--- src/rtl/cail_param_loader.sv ---
`default_nettype none
// ============================================================================
//  Module   : cail_param_loader
//  Purpose  : Framed byte-stream loader for the 32x8 calibration-parameter
//             RAM. It parses HEADER/addr/count/data/checksum, stages the
//             payload and writes it to the RAM only when the frame is valid.
//  Revision : 1.0  initial release
// ============================================================================
module cail_param_loader #(
   parameter int         ADDR_W  = 5,
   parameter logic [7:0] HEADER  = 8'hA5,
   parameter int         TIMEOUT = 50000
) (
   input  logic              clock,
   input  logic              reset,
   input  logic [7:0]        rx_data,
   input  logic              rx_valid,
   output logic [ADDR_W-1:0] wraddress,
   output logic [7:0]        data,
   output logic              wren,
   output logic              busy,
   output logic              done,
   output logic              err,
   output logic [1:0]        err_code
);

   localparam int DEPTH = 1 << ADDR_W;
   // The byte counter must hold DEPTH itself, hence one extra bit.
   localparam int CNT_W = ADDR_W + 1;
   localparam int TO_W  = (TIMEOUT > 1) ? $clog2(TIMEOUT) : 1;

   localparam logic [TO_W-1:0] c_TO_LAST     = TO_W'(TIMEOUT - 1);
   localparam logic [1:0]      c_ERR_COUNT   = 2'd1;
   localparam logic [1:0]      c_ERR_CHK     = 2'd2;
   localparam logic [1:0]      c_ERR_TIMEOUT = 2'd3;

   typedef enum logic [2:0] {
      S_IDLE   = 3'd0,
      S_ADDR   = 3'd1,
      S_COUNT  = 3'd2,
      S_DATA   = 3'd3,
      S_CHK    = 3'd4,
      S_COMMIT = 3'd5,
      S_FAIL   = 3'd6
   } state_t;

   state_t              state_q, state_d;
   logic [ADDR_W-1:0]   start_q, start_d;
   logic [CNT_W-1:0]    cnt_q, cnt_d;
   logic [CNT_W-1:0]    idx_q, idx_d;
   logic [7:0]          chk_q, chk_d;
   logic [TO_W-1:0]     to_q, to_d;
   logic [1:0]          fcode_q, fcode_d;

   logic [ADDR_W-1:0]   wraddress_q, wraddress_d;
   logic [7:0]          data_q, data_d;
   logic                wren_q, wren_d;
   logic                busy_q, busy_d;
   logic                done_q, done_d;
   logic                err_q, err_d;
   logic [1:0]          err_code_q, err_code_d;

   logic [7:0]          stage_q [DEPTH];
   logic                w_stage_we;
   logic                w_parsing;
   logic                w_idle_cyc;
   logic                w_to_hit;
   logic                w_cnt_bad;

   // The inter-byte timeout only runs while a frame is being received.
   assign w_parsing  = (state_q == S_ADDR) || (state_q == S_COUNT) ||
                       (state_q == S_DATA) || (state_q == S_CHK);
   assign w_idle_cyc = w_parsing && !rx_valid;
   assign w_to_hit   = w_idle_cyc && (to_q == c_TO_LAST);
   // Counts of zero or larger than the RAM cannot be framed correctly.
   assign w_cnt_bad  = (rx_data == 8'd0) || ({24'd0, rx_data} > 32'(DEPTH));

   // Next-state logic, frame parsing, checksum tracking and output staging.
   always_comb begin
      state_d     = state_q;
      start_d     = start_q;
      cnt_d       = cnt_q;
      idx_d       = idx_q;
      chk_d       = chk_q;
      fcode_d     = fcode_q;
      to_d        = w_idle_cyc ? (to_q + TO_W'(1)) : '0;
      wraddress_d = wraddress_q;
      data_d      = data_q;
      wren_d      = 1'b0;
      done_d      = 1'b0;
      err_d       = 1'b0;
      err_code_d  = err_code_q;
      w_stage_we  = 1'b0;

      case (state_q)
         S_IDLE: begin
            if (rx_valid && (rx_data == HEADER)) begin
               state_d = S_ADDR;
            end
         end

         S_ADDR: begin
            if (rx_valid) begin
               // Upper address bits are dropped; the checksum still covers them.
               start_d = rx_data[ADDR_W-1:0];
               chk_d   = rx_data;
               state_d = S_COUNT;
            end else if (w_to_hit) begin
               fcode_d = c_ERR_TIMEOUT;
               state_d = S_FAIL;
            end
         end

         S_COUNT: begin
            if (rx_valid) begin
               if (w_cnt_bad) begin
                  fcode_d = c_ERR_COUNT;
                  state_d = S_FAIL;
               end else begin
                  cnt_d   = rx_data[CNT_W-1:0];
                  chk_d   = chk_q ^ rx_data;
                  idx_d   = '0;
                  state_d = S_DATA;
               end
            end else if (w_to_hit) begin
               fcode_d = c_ERR_TIMEOUT;
               state_d = S_FAIL;
            end
         end

         S_DATA: begin
            if (rx_valid) begin
               w_stage_we = 1'b1;
               chk_d      = chk_q ^ rx_data;
               if (idx_q == (cnt_q - CNT_W'(1))) begin
                  idx_d   = '0;
                  state_d = S_CHK;
               end else begin
                  idx_d   = idx_q + CNT_W'(1);
               end
            end else if (w_to_hit) begin
               fcode_d = c_ERR_TIMEOUT;
               state_d = S_FAIL;
            end
         end

         S_CHK: begin
            if (rx_valid) begin
               idx_d = '0;
               if (rx_data == chk_q) begin
                  state_d = S_COMMIT;
               end else begin
                  fcode_d = c_ERR_CHK;
                  state_d = S_FAIL;
               end
            end else if (w_to_hit) begin
               fcode_d = c_ERR_TIMEOUT;
               state_d = S_FAIL;
            end
         end

         S_COMMIT: begin
            // One staged byte per clock; incoming bytes are ignored here.
            if (idx_q == cnt_q) begin
               done_d  = 1'b1;
               state_d = S_IDLE;
            end else begin
               wren_d      = 1'b1;
               wraddress_d = start_q + idx_q[ADDR_W-1:0];
               data_d      = stage_q[idx_q[ADDR_W-1:0]];
               idx_d       = idx_q + CNT_W'(1);
            end
         end

         S_FAIL: begin
            err_d      = 1'b1;
            err_code_d = fcode_q;
            state_d    = S_IDLE;
         end

         default: begin
            state_d = S_IDLE;
         end
      endcase

      busy_d = (state_d != S_IDLE);
   end

   // State, counters and registered outputs.
   always_ff @(posedge clock) begin
      if (reset) begin
         state_q     <= S_IDLE;
         start_q     <= '0;
         cnt_q       <= '0;
         idx_q       <= '0;
         chk_q       <= '0;
         to_q        <= '0;
         fcode_q     <= '0;
         wraddress_q <= '0;
         data_q      <= '0;
         wren_q      <= 1'b0;
         busy_q      <= 1'b0;
         done_q      <= 1'b0;
         err_q       <= 1'b0;
         err_code_q  <= '0;
      end else begin
         state_q     <= state_d;
         start_q     <= start_d;
         cnt_q       <= cnt_d;
         idx_q       <= idx_d;
         chk_q       <= chk_d;
         to_q        <= to_d;
         fcode_q     <= fcode_d;
         wraddress_q <= wraddress_d;
         data_q      <= data_d;
         wren_q      <= wren_d;
         busy_q      <= busy_d;
         done_q      <= done_d;
         err_q       <= err_d;
         err_code_q  <= err_code_d;
      end
   end

   // Payload staging buffer; contents only matter once a frame validates.
   always_ff @(posedge clock) begin
      if (w_stage_we) begin
         stage_q[idx_q[ADDR_W-1:0]] <= rx_data;
      end
   end

   assign wraddress = wraddress_q;
   assign data      = data_q;
   assign wren      = wren_q;
   assign busy      = busy_q;
   assign done      = done_q;
   assign err       = err_q;
   assign err_code  = err_code_q;

endmodule
`default_nettype wire

--- config.mk ---
export PLATFORM = sky130hd
export DESIGN_NAME = cail_param_loader
export DESIGN_NICKNAME = d
export VERILOG_FILES = /design/src/rtl/cail_param_loader.sv
export SDC_FILE = /design/constraint.sdc
export NUM_CORES = 1
export LEC_CHECK = 0
export BUFFER_PORTS_ARGS = -buffer_cell sky130_fd_sc_hd__buf_2
export CORE_MARGIN = 2
export CORE_UTILIZATION = 60
export DETAILED_ROUTE_END_ITERATION = 6
export HOLD_SLACK_MARGIN = 0.08
export PLACE_DENSITY = 0.85
export SLEW_MARGIN = 20
export SYNTH_ARGS = -nofsm -noshare
export SYNTH_HDL_FRONTEND = slang
export SYNTH_SLANG_ARGS = --single-unit
--- constraint.sdc ---
create_clock -name clock -period 4 [get_ports clock]
set_clock_uncertainty 0.1 [all_clocks]
set_input_delay 0 -clock clock [delete_from_list [all_inputs] [get_ports clock]]
set_output_delay 0 -clock clock [all_outputs]
set_load 0.1 [all_outputs]
==> flow_summary_export.csv, run 1 <==
group,metric,value,unit
pwr,power_density,447,nW/µm²
drt,drc,0,
pwr,p_leak,4.74,nW
clock_network,cts_tree,"built",
synth,synth_seq_cells,321,
synth,synth_area_leaders,"edfxtp_1 (58%), mux4_2 (11%), dfxtp_1 (9.8%)",
hold_path,hold_path_class,"reg2reg",
critical_path,critPathMaxFanout,31,
pwr,ir_drop,0.000353,V
die,row_count,54,
timing,slew_viol_final,0,
timing,maxSlewHeadroom,27.4,%
grt,grt_overflow,0,
layout,utilization,68.0,%
timing,period_minus_slack,3.10,ns
drt,drtAntennaViolNets,0,
clock_network,cts_buffer_depth,3,
drt,first_pass_iters,6,
timing,fmax,323,MHz
synth,yosysWarnings,0,
layout,syn_to_final_growth,11.4,%
critical_path,worstPathRequired,4.29,ns
placement,port_buffers,29,
timing,worst_pin_slew,1.09,ns
drt,wl_per_cell,25.7,µm
synth,syn_avg_cell_area,15.7,µm²
die,io_pins,30,
critical_path,cp_cell_sequence,"buf_12 -> mux4_2 -> a22o_1 -> a221oi_1 -> a311oi_1",
layout,antenna-diode-count,0,
placement,place_ws,1.03,ns
critical_path,worst_setup_path_start_kind,"flop",
layout,fin_cells,1186,
placement,gp_congestion,0.830,
layout,fin_nets,907,
synth,seq_area_frac_synth,67.4,%
layout,fill_cells,1343,
clock_network,htree_levels,1,
drt,viasPerCell,6.60,
clock_network,cts.clk_slew.worst_paths,0.07,ns
critical_path,crit_slowest_cell,"dfxtp_4",
clock_network,insertion_delay,0.55,ns
synth,synth_top_area_share,57.7,%
clock_network,cts_made_buffers,30,
layout,drive_gt1_share,19.5,%
flow_run,timing.max_cap.violations,0,
critical_path,max_stage_delay,0.72,ns
synth,syn-num-nets,872,
synth,syn_area,13300,µm²
drt,vias,7830,
drt,drt_wl_total,30.5,mm
synth,synth_largest_area_cell,"edfxtp_1",
timing,setup_slack,0.905,ns
die,fp.dieArea,23400,µm²
critical_path,critPathCaptureType,"flop",
grt,grt_max_degree,47,
outcome,status,"completed",
placement,hpwlAfterDp,18.3,mm
synth,synth_cell_type_count,65,
die,die_w,153,µm
synth,synthTopCellsByCount,"edfxtp_1 (256), nor2_1 (104), dfxtp_1 (65), mux4_2 (64), nand2_1 (31)",
drt,initialDrtViolationCount,892,
grt,grt_first_pass_wirelength,46.1,mm
die,start_util,61.1,%
die,core,21800,µm²
die,fp.dieH,153,µm
clock_network,cts-root-buf,"clkbuf_16",
timing,finalCritPeriodShare,77.4,%
layout,ff_latch_area,8990,µm²
placement,place_inst,1120,
layout,multi_input_area,4060,µm²
grt,globalRouteTotalUtil,26.1,%
timing,rsz0062_at_grt,"no",
grt,antenna_found_initial,0,
timing,hold_viol,0,
clock_network,clock-sinks,321,
synth,synth_top_flop_cell,"edfxtp_1",
timing,setup_viol,0,
timing,fin_tns_setup,0,ns
grt,grt_pass1_vias,7624,
synth,synth_edf_count,256,
clock_network,cts_resized,0,
synth,synthCells,848,
critical_path,path_class,"reg2reg",
critical_path,cp.arrival,3.39,ns
synth,async_reset_ff_share,0,%
synth,synth.most_common_cell,"edfxtp_1",
## what timing repair did
action	in CTS	in global routing
buffers inserted	0	0
hold buffers	11	0
hold endpoints to repair	285	0
endpoints found under the setup margin	0	0
## registers in the layout, summed over array words and instances, names as in the netlist
signal / flops
busy: 1
chk_q: 8
cnt_q: 6
data: 8
done: 1
err: 1
err_code: 2
fcode_q: 2
idx_q: 6
stage_q: 256
start_q: 5
state_q: 3
to_q: 16
wraddress: 5
wren: 1
## where the power goes
| part | leakage [nW] | internal, mW | switching, mW |
|---|---|---|---|
| Sequential | 2.82 | 3.60 | 0.000911 |
| Combinational | 1.43 | 0.0262 | 0.0851 |
| Clock | 0.488 | 1.72 | 1.20 |
| Total | 4.74 | 5.35 | 1.29 |
## final timing paths
path,from,slack [ns],depth (start not counted),to
worst min register to register,wraddress[2]$_SDFFE_PP0P_,0.35,2,wraddress[2]$_SDFFE_PP0P_
worst max register to register,idx_q[0]$_SDFFE_PP0P_,0.90,5,data[7]$_SDFFE_PP0P_
worst max-delay path,idx_q[0]$_SDFFE_PP0P_,0.90,5,data[7]$_SDFFE_PP0P_
worst min-delay path,wraddress[2]$_SDFFE_PP0P_,0.35,2,wraddress[2]$_SDFFE_PP0P_
## per-stage QoR
step	total power, mW	area (µm²)	hold WS (ns)
after global routing	6.78	14800	0.393
after CTS	6.64	14800	0.348
after floorplan	3.71	13300	-0.00113
after global placement	3.77	13700	0.333
after detailed placement	3.77	13700	0.341
final	6.64	14800	0.350
## placed cells by master (no fill, tap or decap), types with 4 or more instances in the layout
cell type | netlist | routed
nand2_1 | 31 | 31
dfxtp_1 | 65 | 63
edfxtp_1 | 256 | 256
clkinv_1 | 0 | 8
nor2_1 | 104 | 104
a211oi_1 | 9 | 9
dlygate4sd3_1 | 0 | 11
a31oi_1 | 9 | 9
nor3_1 | 8 | 8
xor2_1 | 16 | 16
a21oi_1 | 20 | 20
bufinv_16 | 0 | 5
nand2b_1 | 12 | 12
clkinv_2 | 0 | 5
nand3_1 | 14 | 14
nand4_1 | 10 | 10
a311oi_1 | 8 | 8
buf_4 | 2 | 10
ha_1 | 12 | 12
inv_1 | 21 | 21
or3_1 | 7 | 7
a22oi_1 | 4 | 4
clkbuf_16 | 0 | 31
a22o_1 | 14 | 14
and3_1 | 6 | 6
mux4_2 | 64 | 64
mux2i_1 | 13 | 13
a31o_2 | 8 | 8
buf_2 | 14 | 29
a221oi_1 | 14 | 14
xnor2_1 | 20 | 20
## layout make-up
type                       count  share of cell area [%]
sequential                   321                    60.6
multi-input combinational    458                    27.3
clock buffer                  33                    5.28
timing repair buffer          51                    2.36
tap                          280                    2.36
clock inverter                22                    1.57
inverter                      21                   0.531
## critical path: cells and delay by family (launching register included)
family | cells | cell delay (ns)
buffers and inverters | 1 | 0.33
flip-flops | 1 | 0.72
multiplexers | 1 | 0.55
AO/OA/AOI/OAI | 3 | 1.17
## cell families after synthesis
family / count (synthesis) / share of synthesized area, %
xor gates and xnor gates: 36 / 2.37
adders and majority gates: 13 / 1.28
and+or+nand+nor: 219 / 8.19
DFF: 321 / 67.4
AOI/OAI and AO/OA: 113 / 6.81
muxes: 77 / 11.8
buffers and inverters: 69 / 2.13
## per-layer routing
layer  part of all wire (%)  global-route usage [%]  wire length, µm
met1                     38                    36.3            11600
met2                     49                    42.7            15000
met3                    9.4                    4.42             2880
met4                    3.4                    8.51             1050
met5                      0                       0                0
(Power assumes the default switching activity.)
==> run 2, diff against run 1 <==
==> constraint.sdc (replaced) <==
create_clock -name clock -period 3.05 [get_ports clock]
set_clock_uncertainty 0.1 [all_clocks]
set_input_delay 0 -clock clock [delete_from_list [all_inputs] [get_ports clock]]
set_output_delay 0 -clock clock [all_outputs]
set_load 0.1 [all_outputs]
==> run 2 against run 1 <==
  * Critical path depth unchanged
  * Via count up 1.5%
  * Flip-flop and latch count unchanged
  * First-iteration DRC count down 8.2%
  * Die area unchanged
  * Final cell count up 2.3%
  * Global-route usage up 0.052 points
  * Setup slack worse by 0.65 ns
  * Total power up 30%
  * Sequential share of layout area down 0.68 points
  * Register-to-register slack worse by 0.65 ns
  * Count of clock-buffer cells in the layout up 5
  * Critical path type unchanged
  * Largest power group unchanged
  * Highest routed layer unchanged
==> flow_summary_export.csv, run 2 (synthesized netlist as in run 1, its figures left out) <==
group,metric,value,unit
clock_network,cts_tree,"built",
drt,initialDrtViolationCount,819,
grt,grt_max_degree,47,
timing,setup_viol,0,
pwr,power,8.64,mW
die,fp.dieH,153,µm
drt,wl_per_cell,25.1,µm
critical_path,path_class,"reg2reg",
layout,fin_nets,934,
placement,port_buffers,29,
layout,multi_input_area,4060,µm²
clock_network,post_cts_buffers,0,
pwr,switching_share,19.6,%
pwr,intPower,6.95,mW
die,fp.dieArea,23400,µm²
critical_path,worstPathRequired,3.34,ns
drt,vias,7949,
placement,hpwlAfterDp,18.5,mm
grt,grt_first_pass_wirelength,47.0,mm
clock_network,cts.clk_slew.worst_paths,0.06,ns
timing,maxSlewHeadroom,32.8,%
timing,finalCritPeriodShare,91.6,%
drt,viasPerCell,6.55,
layout,ff_latch_area,8990,µm²
timing,worst_pin_slew,1.00,ns
pwr,seqPwrFrac,54.6,%
flow_run,timing.max_cap.violations,0,
grt,globalRouteTotalUtil,26.1,%
clock_network,clock-sinks,321,
clock_network,cts_buffer_depth,3,
drt,first_pass_iters,5,
layout,drive_gt1_share,21.7,%
timing,period_minus_slack,2.79,ns
die,start_util,61.1,%
critical_path,critPathCaptureType,"flop",
pwr,p_sw,1.69,mW
clock_network,htree_levels,1,
timing,fmax,358,MHz
grt,antenna_found_initial,0,
die,row_count,54,
pwr,clkPwrFrac,43.7,%
drt,drtAntennaViolNets,0,
die,core,21800,µm²
layout,layout_commonest_cell,"edfxtp_1",
critical_path,cp.arrival,3.09,ns
layout,fill_cells,1335,
critical_path,worst_setup_path_start_kind,"flop",
layout,layout_common_cells,"edfxtp_1 (256), nor2_1 (104), mux4_2 (64)",
timing,hold_viol,0,
drt,drt_wl_total,30.5,mm
pwr,p_leak,4.87,nW
layout,antenna-diode-count,0,
critical_path,critPathMaxFanout,29,
timing,rsz0062_at_grt,"no",
drt,drc,0,
pwr,pwr-share-comb,1.7,%
timing,fin_tns_setup,0,ns
pwr,ir_drop,0.000369,V
clock_network,insertion_delay,0.57,ns
placement,gp_congestion,0.866,
clock_network,cts-root-buf,"clkbuf_16",
grt,grt_pass1_vias,7990,
pwr,power_density,575,nW/µm²
hold_path,hold_path_class,"reg2reg",
layout,syn_to_final_growth,12.6,%
die,die_w,153,µm
grt,grt_overflow,0,
layout,largest_reg_flops,256,
timing,slew_viol_final,0,
outcome,status,"completed",
die,io_pins,30,
clock_network,cts_made_buffers,31,
## run 2: cell count changes in the layout (fill, tap and decap cells not counted), sizes merged
cell | previous run | this run
buf | 40 | 67
clkbuf | 33 | 38
clkinvlp | 4 | 1
bufinv | 5 | 4
clkinv | 13 | 12
dlygate4sd3 | 11 | 10
inv | 21 | 22
## run 2: area by class of cell
| cell class | count | share of cell area (%) |
|---|---|---|
| Sequential cell | 321 | 59.9 |
| Multi-Input combinational cell | 458 | 27.0 |
| Inverter | 21 | 0.525 |
| Clock buffer | 38 | 5.34 |
| Timing Repair Buffer | 77 | 3.62 |
| Tap cell | 280 | 2.33 |
| Clock inverter | 18 | 1.26 |
## run 2: per-layer routing
| layer | share of wire [%] | GRT usage, % |
|---|---|---|
| met1 | 38 | 35.2 |
| met2 | 49 | 43.3 |
| met5 | 0 | 0 |
| met3 | 9.4 | 5.10 |
| met4 | 3.3 | 9.08 |
## run 2: final timing paths
kind | startpoint | end | slack, ns | depth (start not counted)
worst max-delay path | idx_q[0]$_SDFFE_PP0P_ | data[4]$_SDFFE_PP0P_ | 0.26 | 5
worst min-delay path | to_q[0]$_SDFF_PP0_ | to_q[0]$_SDFF_PP0_ | 0.35 | 1
worst max register to register | idx_q[0]$_SDFFE_PP0P_ | data[4]$_SDFFE_PP0P_ | 0.26 | 5
worst min register to register | to_q[0]$_SDFF_PP0_ | to_q[0]$_SDFF_PP0_ | 0.35 | 1
## run 2: critical path, cell delays in order, from the launching register on
cell and delay [ns]:
dfxtp_4 0.71, buf_4 0.37, buf_4 0.25, mux4_2 0.51, a221oi_1 0.51, a311oi_1 0.17
## run 2: power by group through the flow
| stage | Clock (mW) | Sequential [mW] | Combinational, mW |
|---|---|---|---|
| after global routing | 3.96 | 4.72 | 0.158 |
| after CTS | 3.80 | 4.72 | 0.147 |
| after floorplan | 0 | 4.81 | 0.0460 |
| after global placement | 0 | 4.81 | 0.131 |
| final | 3.77 | 4.72 | 0.148 |
| after detailed placement | 0 | 4.81 | 0.136 |
## run 2: through the flow
stage / worst slack, ns / utilization (%) / instances / hold slack (ns) / area (µm²)
finish: 0.257 / 68.8 / 1213 / 0.348 / 15000
global route: 0.126 / 68.8 / 1213 / 0.356 / 15000
CTS: 0.273 / 68.8 / 1213 / 0.320 / 15000
detailed placement: 0.294 / 63.8 / 1147 / 0.338 / 13900
global placement: 0.344 / 63.8 / 1147 / 0.330 / 13900
floorplan: 0.696 / - / 848 / -0.00113 / 13300
## run 2: repair_timing
item,in CTS,in global routing
gates resized for setup,0,0
setup endpoints to repair,0,0
endpoints found under the hold margin,246,0
hold buffers,10,0
==> run 3, diff against run 2 <==
--- a/config.mk
+++ b/config.mk
@@ -8,6 +8,7 @@
 export BUFFER_PORTS_ARGS = -buffer_cell sky130_fd_sc_hd__buf_2
 export CORE_MARGIN = 2
 export CORE_UTILIZATION = 60
+export CTS_BUF_LIST = sky130_fd_sc_hd__clkbuf_4 sky130_fd_sc_hd__clkbuf_8
 export DETAILED_ROUTE_END_ITERATION = 6
 export HOLD_SLACK_MARGIN = 0.08
 export PLACE_DENSITY = 0.85
==> run 3 against run 2 <==
  * First-iteration DRC count decreased by 0.61%
  * Flip-flop and latch count unchanged
  * Critical path depth unchanged
  * Worst hold slack got worse by 0.021 ns
  * Via count decreased by 0.18%
  * Sequential share of layout area increased by 0.085 points
  * Setup slack got worse by 0.021 ns
  * Final cell count increased by 2.6%
  * Largest power group unchanged
==> flow_summary_export.csv, run 3 (synthesized netlist as in run 1, its figures left out) <==
group,metric,value,unit
grt,use_met3,6.18,%
die,die_w,153,µm
timing,period_minus_slack,2.81,ns
pwr,intPower,6.62,mW
pwr,switching_share,20.8,%
outcome,status,"completed",
layout,drive_gt1_share,24.8,%
clock_network,cts_made_buffers,48,
drt,viasPerCell,6.37,
grt,antenna_found_initial,0,
critical_path,path_buf_inv,2,
timing,fin_tns_setup,0,ns
grt,met2_usage,41.1,%
die,core,21800,µm²
layout,largest_reg_flops,256,
timing,hold_viol,0,
clock_network,clock-sinks,321,
clock_network,cts_buffer_depth,3,
grt,grtUsageMet1,32.9,%
placement,placed_cell_area,13900,µm²
pwr,pwr-share-comb,1.8,%
pwr,seqPwrFrac,56.5,%
pwr,clkPwrFrac,41.8,%
critical_path,worstPathRequired,3.37,ns
timing,worst_pin_slew,0.921,ns
critical_path,worst_setup_path_start_kind,"flop",
die,fp.dieArea,23400,µm²
layout,utilization,68.7,%
critical_path,cp.arrival,3.13,ns
placement,hpwlAfterDp,18.5,mm
grt,busiest_layer,"met2",
timing,finalCritPeriodShare,92.3,%
pwr,p_leak,4.91,nW
layout,syn_to_final_growth,12.5,%
timing,slew_viol_final,0,
grt,grt_overflow,0,
clock_network,cts-root-buf,"clkbuf_8",
timing,fmax,355,MHz
timing,maxSlewHeadroom,38.4,%
critical_path,max_stage_delay,0.70,ns
drt,drtAntennaViolNets,0,
die,io_pins,30,
layout,layout_commonest_cell,"edfxtp_1",
grt,grt_first_pass_wirelength,44.7,mm
critical_path,cp_cell_sequence,"buf_4 -> buf_4 -> mux4_2 -> a221oi_1 -> a311oi_1",
drt,drc,0,
drt,vias,7935,
placement,port_buffers,29,
die,fp.dieH,153,µm
clock_network,cts_tree,"built",
die,row_count,54,
layout,antenna-diode-count,0,
grt,grt_max_degree,47,
drt,drt_wl_total,28.9,mm
layout,postLayoutCellArea,15000,µm²
grt,globalRouteTotalUtil,24.9,%
pwr,p_sw,1.74,mW
hold_path,hold_path_class,"in2reg",
critical_path,path_common_cell,"buf_4",
drt,first_pass_iters,5,
die,start_util,61.1,%
timing,setup_viol,0,
critical_path,critPathMaxFanout,29,
placement,gp_congestion,0.866,
critical_path,path_delay_family,"compound AO/OA/AOI/OAI gates",
pwr,power_density,557,nW/µm²
critical_path,path_class,"reg2reg",
pwr,ir_drop,0.000286,V
layout,layout_common_cells,"edfxtp_1 (256), nor2_1 (104), mux4_2 (64)",
grt,grt_pass1_vias,8040,
clock_network,insertion_delay,0.58,ns
drt,initialDrtViolationCount,814,
layout,fin_nets,951,
timing,rsz0062_at_grt,"no",
clock_network,cts.clk_slew.worst_paths,0.07,ns
clock_network,htree_levels,2,
critical_path,critPathCaptureType,"flop",
flow_run,timing.max_cap.violations,0,
clock_network,post_cts_buffers,0,
critical_path,crit_slowest_cell,"dfxtp_4",
drt,wl_per_cell,23.2,µm
run 3: cell types whose count changed in the layout (fill, tap and decap cells not counted), moves of 6 or more:
cell / change
clkinv_2: +6
clkbuf_4: +12
clkbuf_1: -7
clkbuf_16: -31
clkbuf_8: +50
run 3: repair_timing:
action / 4_1_cts / 5_1_grt
resized for setup: 0 / 0
hold buffers: 10 / 0
endpoints found under the hold margin: 300 / 0
run 3: layer usage:
metal  part of all wire [%]  routed length (µm)
met1                     39               11400
met2                     50               14300
met3                    8.7                2530
met4                    2.5                 714
met5                      0                   0
run 3: cell type report:
class	instances	area, µm²
clock buffer	62	778
clock inverter	26	191
fill	1341	6830
inverter	21	78.8
multi-input combinational	458	4060
sequential	321	8990
tap	280	350
timing repair buffer	77	543
run 3: final timing paths:
check                                            from                      end  depth (start not counted)  slack [ns]
worst max-delay path            idx_q[0]$_SDFFE_PP0P_     data[4]$_SDFFE_PP0P_                          5        0.24
worst min-delay path                       rx_data[5]  stage_q[7][5]$_DFFE_PP_                          2        0.33
worst max register to register  idx_q[0]$_SDFFE_PP0P_     data[4]$_SDFFE_PP0P_                          5        0.24
worst min register to register     to_q[0]$_SDFF_PP0_       to_q[0]$_SDFF_PP0_                          1        0.35
run 3: per-stage QoR:
stage	hold slack, ns	power (mW)	setup slack, ns	instances
2_1_floorplan	-0.00113	4.86	0.696	848
3_3_place_gp	0.330	4.94	0.344	1147
3_5_place_dp	0.338	4.95	0.294	1147
4_1_cts	0.297	8.41	0.223	1245
5_1_grt	0.318	8.60	0.150	1245
6_report	0.327	8.35	0.236	1245
run 3: worst register-to-register path, stage by stage, from the launching register on:
cell      delay, ns
dfxtp_4        0.70
buf_4          0.37
buf_4          0.24
mux4_2         0.52
a221oi_1       0.55
a311oi_1       0.17
run 3: power groups by stage:
stage	clock network (mW)	registers (mW)	logic, mW
6_report	3.49	4.72	0.147
3_5_place_dp	0	4.81	0.136
5_1_grt	3.73	4.72	0.157
3_3_place_gp	0	4.81	0.131
2_1_floorplan	0	4.81	0.0460
4_1_cts	3.54	4.72	0.146
